==> src/rtl/decode_hazard_scheduler.sv <==
// Scoreboard issue scheduler for the decode stage: tracks pending scalar/vector
// register writes and drives stall, bubble, issue and post-branch flush controls.
module decode_hazard_scheduler #(
    parameter int SCALAR_LAT     = 3,
    parameter int LOAD_LAT       = 4,
    parameter int VECTOR_LAT     = 6,
    parameter int BRANCH_PENALTY = 2,
    parameter int CNT_W          = 4
) (
    input  logic        clk,
    input  logic        rst,
    input  logic        id_valid,
    input  logic [3:0]  id_ra,
    input  logic [3:0]  id_rb,
    input  logic [3:0]  id_rc,
    input  logic        id_modeSel,
    input  logic        id_immSrc,
    input  logic        id_regWrite,
    input  logic        id_regWriteV,
    input  logic        id_memToReg,
    input  logic        id_memWrite,
    input  logic        id_branchFlag,
    output logic        stall,
    output logic        bubble,
    output logic        issue,
    output logic        flush,
    output logic [15:0] busyS,
    output logic [15:0] busyV
);

    typedef enum logic {RUN, FLUSH} state_t;

    state_t           state_q, state_d;
    logic [CNT_W-1:0] fcnt_q, fcnt_d;
    logic [CNT_W-1:0] cnt_s_q [16];
    logic [CNT_W-1:0] cnt_s_d [16];
    logic [CNT_W-1:0] cnt_v_q [16];
    logic [CNT_W-1:0] cnt_v_d [16];
    logic [15:0]      src_busy;
    logic             hazard;

    always_comb begin
        for (int i = 0; i < 16; i++) begin
            busyS[i] = (cnt_s_q[i] != '0);
            busyV[i] = (cnt_v_q[i] != '0);
        end
    end

    // Sources read from the file picked by modeSel; WAW checks use the destination's own file.
    always_comb begin
        src_busy = id_modeSel ? busyV : busyS;
        hazard   = id_valid && (src_busy[id_ra]
                              || (!id_immSrc   && src_busy[id_rb])
                              || (id_memWrite  && src_busy[id_rc])
                              || (id_regWrite  && busyS[id_rc])
                              || (id_regWriteV && busyV[id_rc]));
    end

    always_comb begin
        stall  = 1'b0;
        issue  = 1'b0;
        bubble = 1'b1;
        flush  = 1'b0;
        if (rst) begin
            if (state_q == FLUSH) begin
                flush = 1'b1;
            end else begin
                stall  = hazard;
                issue  = id_valid && !hazard;
                bubble = !issue;
            end
        end
    end

    // A load on issue takes priority over the saturating decrement.
    always_comb begin
        for (int i = 0; i < 16; i++) begin
            cnt_s_d[i] = (cnt_s_q[i] != '0) ? cnt_s_q[i] - CNT_W'(1) : '0;
            cnt_v_d[i] = (cnt_v_q[i] != '0) ? cnt_v_q[i] - CNT_W'(1) : '0;
        end
        if (issue && id_regWrite)
            cnt_s_d[id_rc] = id_memToReg ? CNT_W'(LOAD_LAT) : CNT_W'(SCALAR_LAT);
        if (issue && id_regWriteV)
            cnt_v_d[id_rc] = CNT_W'(VECTOR_LAT);
    end

    always_comb begin
        state_d = state_q;
        fcnt_d  = fcnt_q;
        case (state_q)
            RUN: begin
                if (issue && id_branchFlag && (BRANCH_PENALTY != 0)) begin
                    state_d = FLUSH;
                    fcnt_d  = CNT_W'(BRANCH_PENALTY);
                end
            end
            FLUSH: begin
                if (fcnt_q <= CNT_W'(1)) begin
                    state_d = RUN;
                    fcnt_d  = '0;
                end else begin
                    fcnt_d  = fcnt_q - CNT_W'(1);
                end
            end
            default: begin
                state_d = RUN;
                fcnt_d  = '0;
            end
        endcase
    end

    always_ff @(posedge clk) begin
        if (!rst) begin
            state_q <= RUN;
            fcnt_q  <= '0;
            for (int i = 0; i < 16; i++) begin
                cnt_s_q[i] <= '0;
                cnt_v_q[i] <= '0;
            end
        end else begin
            state_q <= state_d;
            fcnt_q  <= fcnt_d;
            for (int i = 0; i < 16; i++) begin
                cnt_s_q[i] <= cnt_s_d[i];
                cnt_v_q[i] <= cnt_v_d[i];
            end
        end
    end

endmodule

==> config.mk <==
export PLATFORM = sky130hd
export DESIGN_NAME = decode_hazard_scheduler
export DESIGN_NICKNAME = d
export VERILOG_FILES = /design/src/rtl/decode_hazard_scheduler.sv
export SDC_FILE = /design/constraint.sdc
export NUM_CORES = 1
export LEC_CHECK = 0
export CAP_MARGIN = 20
export CORE_ASPECT_RATIO = 0.7
export CORE_MARGIN = 3
export CORE_UTILIZATION = 58
export CTS_BUF_LIST = sky130_fd_sc_hd__clkbuf_8 sky130_fd_sc_hd__clkbuf_16
export DETAILED_ROUTE_END_ITERATION = 10
export HOLD_SLACK_MARGIN = 0.05
export PLACE_DENSITY_LB_ADDON = 0.15
export SLEW_MARGIN = 10
export SYNTH_ARGS = -nofsm -noshare
export SYNTH_HDL_FRONTEND = slang
export SYNTH_SLANG_ARGS = --single-unit
==> constraint.sdc <==
create_clock -name clk -period 4.2 [get_ports clk]
set_input_delay 0.84 -clock clk [delete_from_list [all_inputs] [get_ports clk]]
set_output_delay 0.84 -clock clk [all_outputs]
set_load 0.02 [all_outputs]
==> impl_metrics.env <==
export IMPL_die_height_microns=97.4
export IMPL_cts_buffers=17
export IMPL_synth_edff_count=0
export IMPL_fmax_mhz=243
export IMPL_rows=32
export IMPL_ys_warn_count=0
export IMPL_critPathCaptureType="primary output"
export IMPL_h_tree_depth=4
export IMPL_ys_seq_area_frac=0.385
export IMPL_worstSetupPathType="in -> out"
export IMPL_fin_crit_ns=4.11
export IMPL_die_x_microns=137
export IMPL_fin_tns_setup_ns=0
export IMPL_crit_slowest_cell="or4_4"
export IMPL_cts_reportedPaths_clkPinSlew_ns=0.06
export IMPL_power_density_mw_per_mm2=352
export IMPL_crit_chain="dlygate4sd2_1 > bufbuf_16 > mux2_2 > o22ai_1 > or4_4 > or4_4 > and2_4 > a21oi_1 > buf_2"
export IMPL_synth_area_leaders="dfxtp_1 38%, nand2_1 10%, o21ai_0 6.1%, o21ai_1 5.1%, o311a_1 4.5%"
export IMPL_critPathRequiredTime_ns=3.36
export IMPL_syn_area_sq_mm=0.00692
export IMPL_fillers=765
export IMPL_pin_count=58
export IMPL_status="complete, no violations"
export IMPL_start_kind="primary input"
export IMPL_antenna_found_initial=1
export IMPL_yosysTopAreaCell="dfxtp_1"
export IMPL_slew_violations=0
export IMPL_hold_viol=0
export IMPL_fin_nets=1061
export IMPL_drt_initial_drc_count=682
export IMPL_crit_path_frequent_cell="or4_4"
export IMPL_setup_violations=0
export IMPL_p_leak_nw=4.04
export IMPL_rsz0062_at_grt="no"
export IMPL_path_max_fanout=5
export IMPL_fin_area_sq_mm=0.00891
export IMPL_async_reset_ff_frac=0
export IMPL_diodes=0
export IMPL_synthFlopType="dfxtp_1"
export IMPL_via_per_inst=6.28
export IMPL_dr_total_vias=7560
export IMPL_final_cell_mix="193 x nand2_1, 133 x dfxtp_1, 102 x buf_4"
export IMPL_grt_use_total=0.342
export IMPL_avgRoutedWirePerCell_microns=18.8
export IMPL_dp_hpwl_microns=16000
export IMPL_drt_wl_total_microns=22600
export IMPL_clk_latency_ns=0.42
export IMPL_slew_headroom=0.386
export IMPL_netlist_area_leader_share=0.385
export IMPL_first_global_vias=7229
export IMPL_tightest_slew_ns=0.912
export IMPL_synth_cell_types=55
export IMPL_grt_max_degree=70
export IMPL_cts_tree="built"
export IMPL_holdWs_ns=0.471
export IMPL_skew_ns=0.00949
export IMPL_grt_overflow=0
export IMPL_grt_pass1_wl_microns=36500
export IMPL_ir_worst_vdd_mv=0.311
export IMPL_firstDrtPassIters=6
export IMPL_route_detailed_drc=0
export IMPL_holdBufCountCts=0
export IMPL_postSynthCellCount=912
export IMPL_max_cap_violations=0
export IMPL_gp_congestion=0.949
export IMPL_clkSinkCount=133
export IMPL_core_sq_mm=0.0113
export IMPL_startpoint="id_modeSel"
export IMPL_synth_area_per_cell_sq_um=7.59
export IMPL_areaGrowthSynthToFinish_pct=28.8
export IMPL_root_buffer="clkbuf_16"
export IMPL_cpPeakStageDelay_ns=0.56
export IMPL_io_buffers=57
export IMPL_ant_nets=0
export IMPL_synth_nets=936
export IMPL_start_util=0.611
export IMPL_period_share=0.978
export IMPL_r2r_start="cnt_v_q[1][16]$_SDFF_PN0_"
export IMPL_hp_class="reg -> reg"
export IMPL_synth_seq_cells=133
export IMPL_hp_start="cnt_s_q[0][31]$_SDFF_PN0_"
export IMPL_placedInstanceArea_sq_mm=0.00825
export IMPL_die_area_sq_mm=0.0133
export IMPL_layout_commonest_cell="nand2_1"
export IMPL_worstPathArrival_ns=3.27
export IMPL_cts_buffer_depth=2
export IMPL_drive_above_1_share=0.150
## critical path, delay by kind of cell
| family | cells | cell delay (ns) |
|---|---|---|
| AND/OR/NAND/NOR | 3 | 1.18 |
| buffers and inverters | 3 | 0.77 |
| AO/OA/AOI/OAI | 2 | 0.24 |
| multiplexers | 1 | 0.24 |
## through the flow
step	instances	worst slack, ns	utilization	power [mW]
after global routing	1203	0.00464	0.787	3.23
after global placement	1170	-0.461	0.728	1.58
after CTS	1203	0.0169	0.786	3.14
after floorplan	912	0.344	-	1.45
final	1203	0.0912	0.787	3.14
after detailed placement	1170	-0.520	0.728	1.59
## where the power goes
| group | total (mW) | internal (mW) | switching (mW) |
|---|---|---|---|
| Clock | 1.56 | 0.975 | 0.588 |
| Combinational | 0.298 | 0.128 | 0.170 |
| Sequential | 1.28 | 1.27 | 0.00845 |
## area by class of cell
class,instances,area (sq um),area share
multi-input cells,701,3970,0.445
flip-flops and latches,133,2660,0.299
repair buffers,161,1390,0.155
clock buffers,19,453,0.0508
well taps,153,191,0.0215
clock inverters,13,169,0.0190
inverters,23,86.3,0.00969
## logic make-up after synthesis
group                    synth area share
AO/OA/AOI/OAI                       0.198
adder cells (fa/ha/maj)           0.00362
buffers and inverters              0.0458
flip-flops                          0.385
multiplexers                       0.0392
AND/OR/NAND/NOR                     0.329
## sequential cells by signal, indices dropped and copies added, names as in the netlist
| register | cells |
|---|---|
| state_q | 1 |
| cnt_v_q | 64 |
| fcnt_q | 4 |
| cnt_s_q | 64 |
## final timing paths
path | to | slack (ns) | depth (start not counted)
setup / recovery | stall | 0.09 | 9
setup reg to reg | cnt_s_q[1][0]$_SDFF_PN0_ | 1.14 | 11
hold reg to reg | cnt_s_q[0][31]$_SDFF_PN0_ | 0.47 | 2
hold / removal | cnt_s_q[0][31]$_SDFF_PN0_ | 0.47 | 2
## repair_timing
| action | CTS | global route |
|---|---|---|
| gates cloned | 1 | 0 |
| pin swaps | 1 | 0 |
| gates resized for setup | 20 | 2 |
| buffers inserted | 0 | 0 |
| setup endpoints to repair | 3 | 3 |
## Yosys cell counts, drive strengths merged (3+ instances only)
cell	instances
inv	23
o21ai	155
a2111oi	3
nor2	67
nor4b	3
buf	17
mux2i	17
nand2	193
o22ai	9
nand4b	4
dfxtp	133
nor4	21
a211oi	3
nand3b	41
or3	11
mux2	5
nand2b	11
o311a	31
nor2b	7
or4	21
clkbuf	38
nand4	12
nor3b	8
nor3	25
nand3	16
and3	3
## metal layers
| layer | track usage | vias up | wire length [microns] |
|---|---|---|---|
| met2 | 0.550 | 409 | 10400 |
| met4 | 0.113 | 2 | 512 |
| met1 | 0.450 | 3520 | 9470 |
| met5 | 0 | - | 13 |
| li1 | - | 3563 | - |
| met3 | 0.0839 | 66 | 2220 |
(Power assumes the default switching activity.)
